$ cat config.mk
export PLATFORM = sky130hd
export DESIGN_NAME = baud_rate_controller
export DESIGN_NICKNAME = d
export VERILOG_FILES = /design/src/rtl/baud_rate_controller_pkg.sv /design/src/rtl/baud_tick_counter.sv /design/src/rtl/baud_rate_controller.sv
export SDC_FILE = /design/constraint.sdc
export NUM_CORES = 1
export LEC_CHECK = 0
export ABC_AREA = 1
export BUFFER_PORTS_ARGS = -buffer_cell sky130_fd_sc_hd__buf_4
export CAP_MARGIN = 20
export CORE_ASPECT_RATIO = 0.5
export CORE_UTILIZATION = 40
export DETAILED_ROUTE_END_ITERATION = 7
export HOLD_SLACK_MARGIN = 0.03
export PLACE_DENSITY = 0.71
export SYNTH_ARGS = -nofsm -noshare
export SYNTH_HDL_FRONTEND = slang
export SYNTH_SLANG_ARGS = --single-unit
$ cat constraint.sdc
create_clock -name clk -period 2.4 [get_ports clk]
set_input_delay 0.48 -clock clk [delete_from_list [all_inputs] [get_ports clk]]
set_output_delay 0.48 -clock clk [all_outputs]
set_load 0.05 [all_outputs]
$ cat src/rtl/baud_rate_controller_pkg.sv
// Shared UART definitions: default baud constants and the divisor-update FSM encoding.
package baud_rate_controller_pkg;

  localparam int UART_DIV_WIDTH   = 16;
  localparam int UART_OVERSAMPLE  = 16;
  localparam int UART_DEFAULT_DIV = 27;

  typedef enum logic [0:0] {
    BRC_IDLE    = 1'b0,
    BRC_PENDING = 1'b1
  } brc_state_e;

endpackage

$ cat src/rtl/baud_tick_counter.sv
// Loadable divide-by-N counter. wrap is asserted (combinationally) on the
// cycle whose rising edge returns the count to zero, so the period is div cycles.
module baud_tick_counter
  import baud_rate_controller_pkg::*;
#(
  parameter int DIV_WIDTH = UART_DIV_WIDTH
) (
  input  logic                 clk,
  input  logic                 reset,
  input  logic                 enable,
  input  logic [DIV_WIDTH-1:0] div,
  output logic                 wrap
);

  logic [DIV_WIDTH-1:0] cnt_q;
  logic [DIV_WIDTH-1:0] cnt_d;
  logic                 at_end;

  // Next count: clear when disabled or at the end of a period, else increment.
  always_comb begin
    at_end = (cnt_q == (div - DIV_WIDTH'(1)));
    wrap   = enable && at_end;
    if (!enable) begin
      cnt_d = DIV_WIDTH'(0);
    end else if (at_end) begin
      cnt_d = DIV_WIDTH'(0);
    end else begin
      cnt_d = cnt_q + DIV_WIDTH'(1);
    end
  end

  // Count register with synchronous active-low reset.
  always_ff @(posedge clk) begin
    if (!reset) begin
      cnt_q <= DIV_WIDTH'(0);
    end else begin
      cnt_q <= cnt_d;
    end
  end

endmodule

$ cat src/rtl/baud_rate_controller.sv
// Baud tick source: oversample/bit ticks from a runtime divisor. New divisors
// arrive over valid/ready and take effect only on a bit boundary (or at once
// while disabled), so a bit in flight is never shortened or stretched.
module baud_rate_controller
  import baud_rate_controller_pkg::*;
#(
  parameter int DIV_WIDTH   = UART_DIV_WIDTH,
  parameter int OVERSAMPLE  = UART_OVERSAMPLE,
  parameter int DEFAULT_DIV = UART_DEFAULT_DIV
) (
  input  logic                 clk,
  input  logic                 reset,
  input  logic                 enable,
  input  logic                 cfg_valid,
  input  logic [DIV_WIDTH-1:0] cfg_div,
  output logic                 cfg_ready,
  output logic                 cfg_error,
  output logic                 upd_done,
  output logic [DIV_WIDTH-1:0] active_div,
  output logic                 os_tick,
  output logic                 bit_tick
);

  localparam int                   PHASE_W    = $clog2(OVERSAMPLE);
  localparam logic [PHASE_W-1:0]   PHASE_LAST = PHASE_W'(OVERSAMPLE - 1);
  localparam logic [DIV_WIDTH-1:0] DIV_RST    = DIV_WIDTH'(DEFAULT_DIV);

  logic                 wrap;
  logic                 bit_wrap;
  logic [PHASE_W-1:0]   phase_q;
  logic [PHASE_W-1:0]   phase_d;
  logic                 os_tick_q;
  logic                 os_tick_d;
  logic                 bit_tick_q;
  logic                 bit_tick_d;
  brc_state_e           state_q;
  logic [DIV_WIDTH-1:0] pending_div_q;
  logic [DIV_WIDTH-1:0] active_div_q;
  logic                 cfg_ready_q;
  logic                 cfg_error_q;
  logic                 upd_done_q;

  baud_tick_counter #(
    .DIV_WIDTH (DIV_WIDTH)
  ) u_counter (
    .clk    (clk),
    .reset  (reset),
    .enable (enable),
    .div    (active_div_q),
    .wrap   (wrap)
  );

  // Phase advance and tick generation; a bit boundary is the wrap on the last phase.
  always_comb begin
    bit_wrap   = wrap && (phase_q == PHASE_LAST);
    os_tick_d  = wrap;
    bit_tick_d = bit_wrap;
    if (!enable) begin
      phase_d = PHASE_W'(0);
    end else if (bit_wrap) begin
      phase_d = PHASE_W'(0);
    end else if (wrap) begin
      phase_d = phase_q + PHASE_W'(1);
    end else begin
      phase_d = phase_q;
    end
  end

  // Phase counter and registered tick outputs.
  always_ff @(posedge clk) begin
    if (!reset) begin
      phase_q    <= PHASE_W'(0);
      os_tick_q  <= 1'b0;
      bit_tick_q <= 1'b0;
    end else begin
      phase_q    <= phase_d;
      os_tick_q  <= os_tick_d;
      bit_tick_q <= bit_tick_d;
    end
  end

  // Divisor handshake FSM: accept in IDLE, swap in on the next bit boundary or when disabled.
  always_ff @(posedge clk) begin
    if (!reset) begin
      state_q       <= BRC_IDLE;
      pending_div_q <= DIV_WIDTH'(0);
      active_div_q  <= DIV_RST;
      cfg_ready_q   <= 1'b1;
      cfg_error_q   <= 1'b0;
      upd_done_q    <= 1'b0;
    end else begin
      cfg_error_q <= 1'b0;
      upd_done_q  <= 1'b0;
      case (state_q)
        BRC_IDLE: begin
          if (cfg_valid) begin
            if (cfg_div == DIV_WIDTH'(0)) begin
              cfg_error_q <= 1'b1;
            end else begin
              pending_div_q <= cfg_div;
              state_q       <= BRC_PENDING;
              cfg_ready_q   <= 1'b0;
            end
          end
        end
        BRC_PENDING: begin
          if (!enable || bit_wrap) begin
            active_div_q <= pending_div_q;
            upd_done_q   <= 1'b1;
            state_q      <= BRC_IDLE;
            cfg_ready_q  <= 1'b1;
          end
        end
        default: begin
          state_q     <= BRC_IDLE;
          cfg_ready_q <= 1'b1;
        end
      endcase
    end
  end

  assign cfg_ready  = cfg_ready_q;
  assign cfg_error  = cfg_error_q;
  assign upd_done   = upd_done_q;
  assign active_div = active_div_q;
  assign os_tick    = os_tick_q;
  assign bit_tick   = bit_tick_q;

endmodule

==> results of run 1 <==
## flip-flops by register name, indices dropped and copies added (netlist names)
name             flops
active_div          16
pending_div_q       16
u_counter.cnt_q     16
phase_q              4
bit_tick             1
cfg_error            1
cfg_ready            1
os_tick              1
state_q              1
upd_done             1
## per-layer routing
layer	share of wire (%)	vias up
met2	44	81
met5	0	-
met4	2.1	0
met1	47	1392
met3	7.0	16
li1	-	1612
## worst max path at each step
stage | endpoint | startpoint | slack, ns | depth (start not counted)
floorplan | active_div[4] | active_div[1] | 0.02 | 12
global placement | active_div[4] | active_div[0] | 0.09 | 16
detailed placement | active_div[3] | active_div[0] | 0.09 | 16
CTS | active_div[3] | active_div[0] | 0.07 | 16
global route | active_div[0] | active_div[0] | -0.008 | 12
finish | active_div[0] | active_div[0] | 0.15 | 12
## worst max-delay path, cell delays in order (launching register included)
cell,delay (ns)
dfxtp_2,0.37
inv_2,0.08
ha_4,0.19
xnor2_2,0.16
xor2_1,0.28
nand3_1,0.14
nor2_2,0.17
nand2_4,0.09
o21bai_4,0.26
buf_12,0.17
nand2_4,0.07
nand2_1,0.08
nand3_1,0.06
## layout by cell type, fill, tap and decap left out, types with 2 or more instances in the layout
cell type	count
a21oi_1	25
nand2_2	2
clkbuf_8	2
nor2_4	6
nor3_1	6
nand4_1	7
dfxtp_2	4
clkbuf_16	11
nand3_1	50
inv_1	50
dfxtp_1	52
nor3b_1	3
clkinv_2	2
nand3b_1	3
dfxtp_4	2
xor2_1	13
ha_1	2
nor2_2	9
nor4_1	5
nand2_4	5
xnor2_1	10
nor2_1	77
o21ai_0	23
nand2_1	90
inv_2	2
buf_4	51
## layout make-up
type                    instances  area [µm²]
clock buffers                  11         253
fillers                       713        3430
inverters                      52         195
multi-input cells             347        1830
well taps                     108         135
flip-flops and latches         58        1170
clock inverters                 3        40.0
repair buffers                 54         453
## power breakdown
| group | switching, mW | leakage, nW | internal, mW |
|---|---|---|---|
| clock | 0.432 | 0.147 | 0.842 |
| combinational | 0.256 | 1.19 | 0.152 |
| sequential | 0.0393 | 0.474 | 1.01 |
| total | 0.727 | 1.81 | 2.00 |
## timing repair
item | in CTS | in global routing
endpoints found under the setup margin | 0 | 22
gates resized for setup | 0 | 29
buffers inserted | 0 | 4
## cell families after synthesis
kind of cell | Yosys count | synth area share [%]
simple gates | 268 | 37.8
buf+inv | 67 | 8.78
flops | 58 | 36.4
compound gates | 50 | 8.31
xor+xnor | 26 | 7.57
fa+ha+maj | 3 | 1.18
==> impl_results.md, run 1 <==
* Largest cells by area after synthesis: dfxtp_1 (36%), nand2_1 (11%), nor2_1 (9.9%)
* Hold buffers post-CTS at 0
* Path type of the worst min-delay path: in -> reg
* Number of cells produced by synthesis at 472
* Cells after DPL at 613
* Pin count of the biggest net entering global routing at 37
* Met2 track demand over resource at 29.7%
* Flop and latch count out of synthesis at 58
* GR met1 Demand/Resource at 27.3%
* Top fanout value on the critical path at 8
* Detailed-router iteration count before antenna repair at 4
* Clock tree from TritonCTS: yes
* Detailed Route Iter0 Violations at 148
* Number of nets in the layout at 545
* Global Route met3 Usage at 6.11%
* Warning count from the yosys run at 0
* Primary FF master, synth: dfxtp_1
* Number of vias per cell after detailed routing at 4.90
* Share of synthesized area occupied by flip-flops and latches at 36.4%
* Global-route wire length before repair at 12900 µm
* Count of boundary I/O pins at 41
* Cell Count, Final, Fillers Out at 633
* Post-detailed-routing wire length at 8090 µm
* Max Clk Rate at 0.445 GHz
* Vias in the first global route at 2724
* Final non-filler cell area at 0.00408 mm²
* Netlist area before placement at 0.00319 mm²
* Placement Cell Area at 0.00361 mm²
* Area added between synthesis and finish at 28.0%
* CP Class: reg -> reg
* Setup slack of the critical path after layout at 0.152 ns
* Syn avg cell area at 6.76 µm²
* Floorplan row count at 22
* Req. time, crit path at 2.60 ns
* Library cell occupying the most area in the post-synthesis netlist: dfxtp_1
* Vertical die dimension at 65.2 µm
* Top cells by instance count after synthesis: nand2_1 (92), nor2_1 (84), dfxtp_1 (58), inv_1 (52), nand3_1 (50)
* WHS Endpoint: cfg_error
* Async SR Flop Fraction at 0%
* Outcome: complete, no violations
* Antenna violations before repair at 0
* Total via count in the routed design at 3101
* Aggregate global routing overflow at 0
* MaxCap Viol Count at 0
* Final Hold Violating Endpoints at 0
* CTS clk-pin slew, worst paths at 0.05 ns
* Terminus of the critical flop-to-flop path: active_div[0]
* Number of buffers between clock root and the deepest sink at 2
* Total power of the final layout at 2.73 mW
* Setup TNS Final at 0 ns
* Netlist cell types at 32
* DRC violation count after routing at 0
* Worst-case setup slack after placement at 0.0867 ns
* Post-route clock skew at 0.00588 ns
* Global routing's busiest layer: met2
* Category of the worst setup path capture point: register
* Reg-to-Reg Start: active_div[0]
* Gpl congestion at 0.929
* Worst hold-check slack at 0.411 ns
* Kind of start point of the critical path: register
* Max_slew headroom at 73.3%
* Data arrival at the endpoint of the critical path at 2.45 ns
* Finished Core Util at 54.3%
* Detail-routed net length per standard cell at 12.8 µm
* TritonCTS Sinks at 58
* Overall die area at 0.00836 mm²
* Number of pins exceeding their max-slew limit in the final report at 0
* Top-count cell post-synth: nand2_1
* Share of the clock period used by the worst path at 93.7%
* Shortest period the worst path allows at 2.25 ns
* Clock latency reported for the late side of the worst-skew pair at 0.33 ns
* Net count after synthesis at 495
* Depth of the worst register-to-register path at 12
* Antenna Diode Count at 0
* Cell at the root of the clock tree: clkbuf_16
* Global-route total usage across every layer at 20.2%
* Share of post-route cells with drive strength above 1 at 20.0%
* Least-Margin Pin Slew at 0.399 ns
* Area fraction of the dominant cell type after synthesis at 36.4%
* Number of buffers inserted during clock tree synthesis at 9
* Count of endpoints failing setup in the final report at 0
* Starting utilization of the core area at 42.5%
* Peak ir drop on the vdd network at 0.000412 V
* Post-detail-place hpwl at 5700 µm
* Total core area at 0.00751 mm²
* Die span in x at 128 µm
* Number of flops mapped to enable cells by yosys at 0
* Port Buf Inserts at 40
* Total power per unit cell area at 668 mW/mm²
* Leakage component of the power at 1.81 nW
* Source of the worst hold timing path: cfg_valid
* FF-to-FF setup slack at 0.15 ns
* Cell depth of the worst hold path at 3
* Routed Antenna Nets at 0
* Htree depth at 3
No activity file was read; power rests on OpenSTA's default activity.
==> inputs of run 2 (changes only) <==
--- a/config.mk
+++ b/config.mk
@@ -12,7 +12,7 @@
 export CORE_UTILIZATION = 40
 export DETAILED_ROUTE_END_ITERATION = 7
 export HOLD_SLACK_MARGIN = 0.03
-export PLACE_DENSITY = 0.71
+export PLACE_DENSITY = 0.59
 export SYNTH_ARGS = -nofsm -noshare
 export SYNTH_HDL_FRONTEND = slang
 export SYNTH_SLANG_ARGS = --single-unit
==> run 2 against run 1 <==
Worst hold slack improved by 0.014 ns; count of clock-buffer cells in the layout rose by 1; power rose by 5.9%; critical endpoint unchanged; largest cell class unchanged; largest power group unchanged; highest routed layer unchanged.
==> impl_results.md, run 2 (same netlist as run 1, synthesis figures left out) <==
* Die span in x at 128 µm
* Vertical die dimension at 65.2 µm
* Outcome: complete, no violations
* Port Buf Inserts at 40
* Post-detailed-routing wire length at 8130 µm
* Flop pwr share at 36.3%
* Finished Core Util at 55.3%
* Overall die area at 0.00836 mm²
* Switch share at 25.5%
* Category of the worst setup path capture point: register
* Final non-filler cell area at 0.00416 mm²
* Area added between synthesis and finish at 30.2%
* Most frequent standard cell in the layout excluding fill and tap cells: nand2_1
* Clock tree from TritonCTS: yes
* Kind of start point of the critical path: register
* Clock network fraction of total power at 49.5%
* Antenna Diode Count at 0
* Global-route wire length before repair at 13300 µm
* Req. time, crit path at 2.60 ns
* Cell Count, Final, Fillers Out at 637
* Detailed Route Iter0 Violations at 195
* Detailed-router iteration count before antenna repair at 4
* Internal power component at 2.15 mW
* Shortest period the worst path allows at 2.26 ns
* Aggregate global routing overflow at 0
* Routed Antenna Nets at 0
* Count of boundary I/O pins at 41
* Clock latency reported for the late side of the worst-skew pair at 0.33 ns
* Starting utilization of the core area at 42.5%
* Total power of the final layout at 2.89 mW
* Number of buffers inserted during clock tree synthesis at 9
* Data arrival at the endpoint of the critical path at 2.45 ns
* Pin count of the biggest net entering global routing at 37
* Number of nets in the layout at 547
* Cell at the root of the clock tree: clkbuf_16
* Total power per unit cell area at 695 mW/mm²
* Number of pins exceeding their max-slew limit in the final report at 0
* CP Class: reg -> reg
* Vias in the first global route at 2798
* Htree depth at 3
* Detail-routed net length per standard cell at 12.8 µm
* Share of post-route cells with drive strength above 1 at 20.6%
* Global-route total usage across every layer at 21.0%
* DRC violation count after routing at 0
* Commonest cells after routing, fill and taps aside: nand2_1 (88), nor2_1 (79), buf_4 (51)
* Max Clk Rate at 0.443 GHz
* Hold buffers post-CTS at 0
* CTS clk-pin slew, worst paths at 0.06 ns
* Path type of the worst min-delay path: in -> reg
* Final Hold Violating Endpoints at 0
* Total core area at 0.00751 mm²
* Least-Margin Pin Slew at 0.449 ns
* Gate power share at 14.2%
* Number of buffers between clock root and the deepest sink at 2
* Max_slew headroom at 70.0%
* Gpl congestion at 0.862
* Placement Cell Area at 0.00365 mm²
* Number of vias per cell after detailed routing at 4.76
* Leakage component of the power at 1.83 nW
* Setup TNS Final at 0 ns
* MaxCap Viol Count at 0
* Cells after DPL at 614
* Peak ir drop on the vdd network at 0.000377 V
* Post-detail-place hpwl at 5920 µm
* Share of the clock period used by the worst path at 94.0%
* Antenna violations before repair at 0
* Total via count in the routed design at 3033
* TritonCTS Sinks at 58
* Top fanout value on the critical path at 8
* Post-route clock skew at 0.00581 ns
* Switch Pwr at 0.736 mW
* Count of endpoints failing setup in the final report at 0
* Floorplan row count at 22
-- run 2: cell types whose count changed in the layout (fill, tap and decap cells not counted), sizes merged --
cell	change
clkinv	-1
bufinv	+1
clkbuf	+1
clkinvlp	+1
buf	+2
-- run 2: layout make-up --
cell class	count	area [µm²]
clock inverters	4	72.6
fillers	733	3360
repair buffers	56	493
clock buffers	12	267
inverters	52	195
flip-flops and latches	58	1180
multi-input cells	347	1810
well taps	108	135
-- run 2: what timing repair did --
| item | 4_1_cts | 5_1_grt |
|---|---|---|
| setup buffers | 0 | 5 |
| resized for setup | 0 | 29 |
| setup endpoints to repair | 0 | 25 |
-- run 2: routing by layer --
metal	GRT usage (%)	part of all wire [%]	up-vias
li1	-	-	1620
met1	29.0	52	1329
met2	31.3	42	74
met3	6.27	5.0	10
met4	6.47	1.1	0
met5	0	0	-
-- run 2: worst max-delay path: stages (launching register included) --
cell and delay (ns):
dfxtp_4 0.36, inv_2 0.08, ha_4 0.17, nand2_1 0.07, nor2_2 0.13, nand2_2 0.08
nand2_1 0.09, nand3_1 0.07, nand2_1 0.09, nand4_1 0.11, nor2_2 0.16, nand2_4 0.09
o21bai_4 0.25, buf_12 0.16, nand2_4 0.08, nand2_1 0.08, nand3_1 0.06
-- run 2: worst paths after layout --
path / start / endpoint / slack [ns] / cells past startpoint
setup / recovery: active_div[1] / active_div[0] / 0.14 / 16
hold / removal: cfg_div[4] / pending_div_q[4] / 0.42 / 3
setup reg to reg: active_div[1] / active_div[0] / 0.14 / 16
hold reg to reg: pending_div_q[12] / pending_div_q[12] / 0.46 / 2
-- run 2: power groups by stage --
| stage | sequential, mW | combinational [mW] | clock (mW) |
|---|---|---|---|
| global placement | 1.06 | 0.387 | 0 |
| finish | 1.05 | 0.409 | 1.43 |
| floorplan | 1.11 | 0.218 | 0 |
| CTS | 1.05 | 0.388 | 1.46 |
| detailed placement | 1.07 | 0.387 | 0 |
| global route | 1.05 | 0.456 | 1.52 |
-- run 2: through the flow --
stage / setup WS, ns / hold slack (ns)
finish: 0.145 / 0.425
floorplan: 0.0182 / 0.430
global placement: 0.132 / 0.451
detailed placement: 0.0590 / 0.456
CTS: 0.0314 / 0.416
global route: -0.0352 / 0.437
